### src/rtl/capture_sequencer.sv
// capture_sequencer: arms and sequences repeated capture-buffer shots on pdh_clk.
// Optional WAIT_DONE watchdog is compiled in when CAPTURE_SEQ_TIMEOUT_EN is defined.
module capture_sequencer #(
  parameter int unsigned TRIG_W = 14,
  parameter int unsigned HOLD_W = 32,
  parameter int unsigned SHOT_W = 8
) (
  input  logic                     pdh_clk,
  input  logic                     rst_ni,
  input  logic                     arm_i,
  input  logic                     abort_i,
  input  logic [1:0]               mode_i,
  input  logic signed [TRIG_W-1:0] trig_sample_i,
  input  logic signed [TRIG_W-1:0] trig_level_i,
  input  logic [SHOT_W-1:0]        shots_i,
  input  logic [HOLD_W-1:0]        holdoff_i,
  input  logic [HOLD_W-1:0]        timeout_i,
  input  logic                     capture_done_i,
  output logic                     capture_enable_o,
  output logic                     busy_o,
  output logic                     done_o,
  output logic [SHOT_W-1:0]        shots_done_o,
  output logic                     error_o,
  output logic [2:0]               state_o
);

  localparam logic [2:0] S_IDLE     = 3'd0;
  localparam logic [2:0] S_ARMED    = 3'd1;
  localparam logic [2:0] S_WAIT     = 3'd2;
  localparam logic [2:0] S_HOLDOFF  = 3'd3;
  localparam logic [2:0] S_FINISHED = 3'd4;

  localparam logic [HOLD_W-1:0] HOLD_ONE = {{(HOLD_W-1){1'b0}}, 1'b1};
  localparam logic [SHOT_W-1:0] SHOT_ONE = {{(SHOT_W-1){1'b0}}, 1'b1};

  logic [2:0]               state_q, state_d;
  logic                     arm_q, cdone_q;
  logic signed [TRIG_W-1:0] prev_q, level_q;
  logic [1:0]               mode_q;
  logic [SHOT_W-1:0]        shots_q, cnt_q, cnt_d, cnt_inc;
  logic [HOLD_W-1:0]        hold_q, hcnt_q, hcnt_d;
  logic                     en_q, en_d, done_q, done_d, busy_q, busy_d;
  logic                     latch, trig, arm_edge, done_edge;

`ifdef CAPTURE_SEQ_TIMEOUT_EN
  logic [HOLD_W-1:0]        tmo_q, wcnt_q, wcnt_d;
  logic                     err_q, err_d;
`else
  logic                     timeout_unused;
  assign timeout_unused = ^timeout_i;
`endif

  assign arm_edge  = arm_i & ~arm_q;
  // A done level still high from the previous shot never produces an edge here.
  assign done_edge = capture_done_i & ~cdone_q;
  assign cnt_inc   = cnt_q + SHOT_ONE;

  always_comb begin
    case (mode_q)
      2'd1:    trig = (prev_q < level_q) && (trig_sample_i >= level_q);
      2'd2:    trig = (prev_q > level_q) && (trig_sample_i <= level_q);
      default: trig = 1'b1;
    endcase
  end

  always_comb begin
    state_d = state_q;
    en_d    = en_q;
    done_d  = done_q;
    cnt_d   = cnt_q;
    hcnt_d  = hcnt_q;
    latch   = 1'b0;
`ifdef CAPTURE_SEQ_TIMEOUT_EN
    err_d   = err_q;
    wcnt_d  = wcnt_q;
`endif
    if (abort_i) begin
      state_d = S_IDLE;
      en_d    = 1'b0;
      done_d  = 1'b0;
    end else begin
      case (state_q)
        S_IDLE, S_FINISHED: begin
          if (arm_edge) begin
            latch   = 1'b1;
            cnt_d   = '0;
            done_d  = 1'b0;
            state_d = S_ARMED;
`ifdef CAPTURE_SEQ_TIMEOUT_EN
            err_d   = 1'b0;
`endif
          end
        end
        S_ARMED: begin
          if (trig) begin
            en_d    = 1'b1;
            state_d = S_WAIT;
`ifdef CAPTURE_SEQ_TIMEOUT_EN
            wcnt_d  = '0;
`endif
          end
        end
        S_WAIT: begin
          if (done_edge) begin
            en_d  = 1'b0;
            cnt_d = cnt_inc;
            if ((shots_q != '0) && (cnt_inc == shots_q)) begin
              state_d = S_FINISHED;
              done_d  = 1'b1;
            end else if (hold_q == '0) begin
              state_d = S_ARMED;
            end else begin
              state_d = S_HOLDOFF;
              hcnt_d  = '0;
            end
          end
`ifdef CAPTURE_SEQ_TIMEOUT_EN
          else if ((tmo_q != '0) && (wcnt_q == tmo_q - HOLD_ONE)) begin
            en_d    = 1'b0;
            err_d   = 1'b1;
            state_d = S_IDLE;
          end else begin
            wcnt_d = wcnt_q + HOLD_ONE;
          end
`endif
        end
        S_HOLDOFF: begin
          if (hcnt_q == hold_q - HOLD_ONE) state_d = S_ARMED;
          else                             hcnt_d  = hcnt_q + HOLD_ONE;
        end
        default: state_d = S_IDLE;
      endcase
    end
    busy_d = (state_d == S_ARMED) || (state_d == S_WAIT) || (state_d == S_HOLDOFF);
  end

  always_ff @(posedge pdh_clk or negedge rst_ni) begin
    if (!rst_ni) begin
      state_q <= S_IDLE;
      arm_q   <= 1'b0;
      cdone_q <= 1'b0;
      prev_q  <= '0;
      en_q    <= 1'b0;
      busy_q  <= 1'b0;
      done_q  <= 1'b0;
      cnt_q   <= '0;
      hcnt_q  <= '0;
      mode_q  <= '0;
      level_q <= '0;
      shots_q <= '0;
      hold_q  <= '0;
    end else begin
      state_q <= state_d;
      arm_q   <= arm_i;
      cdone_q <= capture_done_i;
      prev_q  <= trig_sample_i;
      en_q    <= en_d;
      busy_q  <= busy_d;
      done_q  <= done_d;
      cnt_q   <= cnt_d;
      hcnt_q  <= hcnt_d;
      if (latch) begin
        mode_q  <= mode_i;
        level_q <= trig_level_i;
        shots_q <= shots_i;
        hold_q  <= holdoff_i;
      end
    end
  end

`ifdef CAPTURE_SEQ_TIMEOUT_EN
  always_ff @(posedge pdh_clk or negedge rst_ni) begin
    if (!rst_ni) begin
      tmo_q  <= '0;
      wcnt_q <= '0;
      err_q  <= 1'b0;
    end else begin
      wcnt_q <= wcnt_d;
      err_q  <= err_d;
      if (latch) tmo_q <= timeout_i;
    end
  end
  assign error_o = err_q;
`else
  assign error_o = 1'b0;
`endif

  assign capture_enable_o = en_q;
  assign busy_o           = busy_q;
  assign done_o           = done_q;
  assign shots_done_o     = cnt_q;
  assign state_o          = state_q;

endmodule
### config.mk
export PLATFORM = sky130hd
export DESIGN_NAME = capture_sequencer
export DESIGN_NICKNAME = d
export VERILOG_FILES = /design/src/rtl/capture_sequencer.sv
export SDC_FILE = /design/constraint.sdc
export NUM_CORES = 1
export LEC_CHECK = 0
export ABC_CLOCK_PERIOD_IN_PS = 7990
export CAP_MARGIN = 40
export CORE_ASPECT_RATIO = 0.9
export CORE_MARGIN = 8
export CORE_UTILIZATION = 59
export CTS_CLUSTER_SIZE = 12
export DETAILED_ROUTE_END_ITERATION = 7
export GPL_ROUTABILITY_DRIVEN = 0
export PLACE_DENSITY = 0.87
export RECOVER_POWER = 50
export SLEW_MARGIN = 10
export SYNTH_ARGS = -nofsm -noshare
export SYNTH_HDL_FRONTEND = slang
export SYNTH_SLANG_ARGS = --single-unit
### constraint.sdc
create_clock -name pdh_clk -period 7.99 [get_ports pdh_clk]
set_input_delay 2.397 -clock pdh_clk [delete_from_list [all_inputs] [get_ports pdh_clk]]
set_output_delay 2.397 -clock pdh_clk [all_outputs]
set_load 0.02 [all_outputs]
==> results.py <==
metrics = {
    "power_and_ir_drop": {
        "switching_share": 0.347,
        "p_int_w": 0.00157,
        "p_seq_frac": 0.369,
        "clockPowerShare": 0.329,
        "combPwrFrac": 0.303,
        "p_switching_w": 0.000833,
        "cellPowerDensity_mw_per_mm2": 269,
        "ir_worst_vdd_mv": 0.176,
        "p_leak_nw": 3.54,
    },
    "placed_design": {
        "hpwlAfterDp_um": 14300,
        "place_inst": 975,
        "io_buffers": 88,
    },
    "sta": {
        "period_needed_ns": 6.32,
        "slew_violations": 121,
        "rsz0062_at_grt": "no",
        "tightest_slew_ns": 3.00,
        "skew_ns": 0.0108,
        "hold_viol_final": 0,
        "finalSetupViolCount": 0,
        "relSlewSlack": -1.00,
        "post-route-period-util": 0.791,
        "max_freq_mhz": 158,
        "finalSetupTns_ns": 0,
    },
    "global_route": {
        "antenna_found_initial": 0,
        "top_usage_layer": "met2",
        "met2_usage": 0.430,
        "grt_use_total": 0.261,
        "use_met1": 0.318,
        "grt_pass1_vias": 6620,
        "grt_max_degree": 63,
        "grt.overflow.total": 0,
        "grt_pass1_wl_um": 34200,
        "grt_use_met3": 0.0691,
    },
    "final_layout": {
        "fillCellCount": 758,
        "nets": 976,
        "mostFrequentLayoutCells": "118 x dfrtp_1, 75 x nand2_1, 71 x clkdlybuf4s50_1",
        "insertedDiodeCount": 0,
        "layout-drive-gt1-share": 0.119,
        "area_growth_pct": 21.3,
        "fin_util": 0.737,
        "final-seq-area_mm2": 0.00295,
        "multi_input_area_mm2": 0.00408,
        "mostFrequentLayoutCell": "dfrtp_1",
        "layout.cells.non_filler": 1009,
    },
    "clock_network": {
        "htree_num_levels": 4,
        "cts_inserted_buffers": 17,
        "path_clk_slew_ns": 0.05,
        "clkLatencyLatePin_ns": 0.42,
        "root_buffer": "clkbuf_16",
        "cts_resized": 0,
        "cts_tree": "built",
        "postCtsHoldBufs": 0,
        "cts.sinks": 118,
        "post_cts_buffers": 0,
        "cts_buffer_depth": 2,
    },
    "logic_synthesis": {
        "async_flop_share": 1.00,
        "avgSynthCellArea_um2": 9.67,
        "syn_inst": 761,
        "synth_edf_count": 0,
        "synthTopCellsByArea": "dfrtp_1 40%, mux2_2 5.8%, ha_1 5.6%, xnor2_1 4.9%, nand2_1 3.8%",
        "ys_warn_count": 0,
        "synth_fp_nets": 901,
        "ys_ff_latch": 118,
        "synthFlopType": "dfrtp_1",
        "synth_cell_types": 70,
        "syn_area_mm2": 0.00736,
        "yosysTopAreaCell": "dfrtp_1",
        "synth_seq_area_share": 0.401,
        "synth_top_area_share": 0.401,
    },
    "route": {
        "drt_iter0_drc": 681,
        "avgRoutedWirePerCell_um": 20.7,
        "num_vias": 6602,
        "remaining_drc_errors": 0,
        "drt_wl_total_um": 20900,
        "drt_first_pass_iters": 5,
        "viasPerCell": 6.54,
        "antenna_left": 0,
    },
    "floorplan": {
        "num_rows": 38,
        "die_h_um": 122,
        "start_util": 0.607,
        "die_width_um": 134,
        "ios": 122,
        "dieArea_mm2": 0.0163,
        "coreArea_mm2": 0.0121,
    },
    "critical_path": {
        "path_max_fanout": 29,
        "worstPathRequired_ns": 8.28,
        "endpoint_kind": "flop",
        "critPathKind": "in -> reg",
        "worstSetupStartpointType": "input pin",
        "cp.arrival_ns": 6.61,
    },
    "run_status": {
        "violations": "capacitance limit, slew limit",
        "outcome": "complete, but fails checks",
    },
    "flow_run": {
        "maxCapViolCount": 2,
    },
    "hold_path": {
        "min_path_type": "reg -> reg",
    },
}
synth_stat cells (22+ instances only):
master and count:
mux2_2 38, dfrtp_1 118, clkbuf_1 32, nor2_1 23
a22o_1 22, xnor2_1 41, inv_1 29, o21ai_0 42
ha_1 33, nand3_1 28, o31ai_1 35, nand2_1 75
kinds of logic after synthesis:
kind of cell,after synthesis,share of synthesized area
xor gates and xnor gates,53,0.0631
DFF,118,0.401
buffers and inverters,73,0.0457
adders and majority gates,33,0.0561
muxes,42,0.0636
AOI/OAI and AO/OA,174,0.166
other,1,0.000510
and+or+nand+nor,267,0.203
power by group through the flow:
stage | logic [W] | registers (W) | clock network [W]
floorplan | 0.000524 | 0.000830 | 0
global placement | 0.000648 | 0.000874 | 0
detailed placement | 0.000695 | 0.000885 | 0
CTS | 0.000717 | 0.000879 | 0.000787
global route | 0.000793 | 0.000899 | 0.000815
finish | 0.000726 | 0.000885 | 0.000789
per-layer routing:
| layer | share of wire | vias up |
|---|---|---|
| met5 | 0 | - |
| met1 | 0.39 | 3177 |
| met4 | 0.030 | 0 |
| met3 | 0.089 | 72 |
| li1 | - | 2960 |
| met2 | 0.49 | 393 |
worst paths after layout:
check | from | end | slack [ns] | cells after the start
max in group asynchronous | rst_ni | hcnt_q[27] | 2.28 | 2
setup / recovery | arm_i | hcnt_q[28] | 1.67 | 13
min in group asynchronous | rst_ni | level_q[7] | 2.94 | 1
hold / removal | shots_q[2] | shots_q[2] | 0.56 | 1
setup reg to reg | hold_q[0] | hcnt_q[28] | 2.84 | 12
hold reg to reg | shots_q[2] | shots_q[2] | 0.56 | 1
flip-flops by register name (all words and copies together), names as in the netlist:
register          flops
hcnt_q               32
hold_q               32
level_q              14
prev_q               14
shots_done_o          8
shots_q               8
state_o               3
mode_q                2
arm_q                 1
busy_o                1
capture_enable_o      1
cdone_q               1
done_o                1
through the flow:
| step | power [W] | worst slack, ns | instance area (µm²) | hold slack, ns |
|---|---|---|---|---|
| after global placement | 0.00152 | 1.64 | 8260 | 0.523 |
| after CTS | 0.00238 | 1.90 | 8930 | 0.554 |
| after floorplan | 0.00135 | 2.94 | 7360 | 0.502 |
| after global routing | 0.00251 | 1.47 | 8930 | 0.570 |
| after detailed placement | 0.00158 | 1.67 | 8320 | 0.536 |
| final | 0.00240 | 1.67 | 8930 | 0.555 |
critical path: stages:
cell           delay [ns]
dlygate4sd3_1        0.58
nand2b_1             0.09
or3_1                0.43
a21oi_1              0.71
nand2_1              0.37
o21ai_0              0.31
buf_4                0.21
nor2_1               0.06
buf_4                0.24
inv_1                0.11
nand2b_1             0.40
buf_6                0.33
a221o_1              0.35
cell type report:
class / count / share of cell area
Clock inverter: 13 / 0.0172
Tap cell: 160 / 0.0224
Sequential cell: 118 / 0.331
Timing Repair Buffer: 100 / 0.110
Multi-Input combinational cell: 570 / 0.457
Clock buffer: 19 / 0.0507
Inverter: 29 / 0.0122
(Power assumes the default switching activity.)
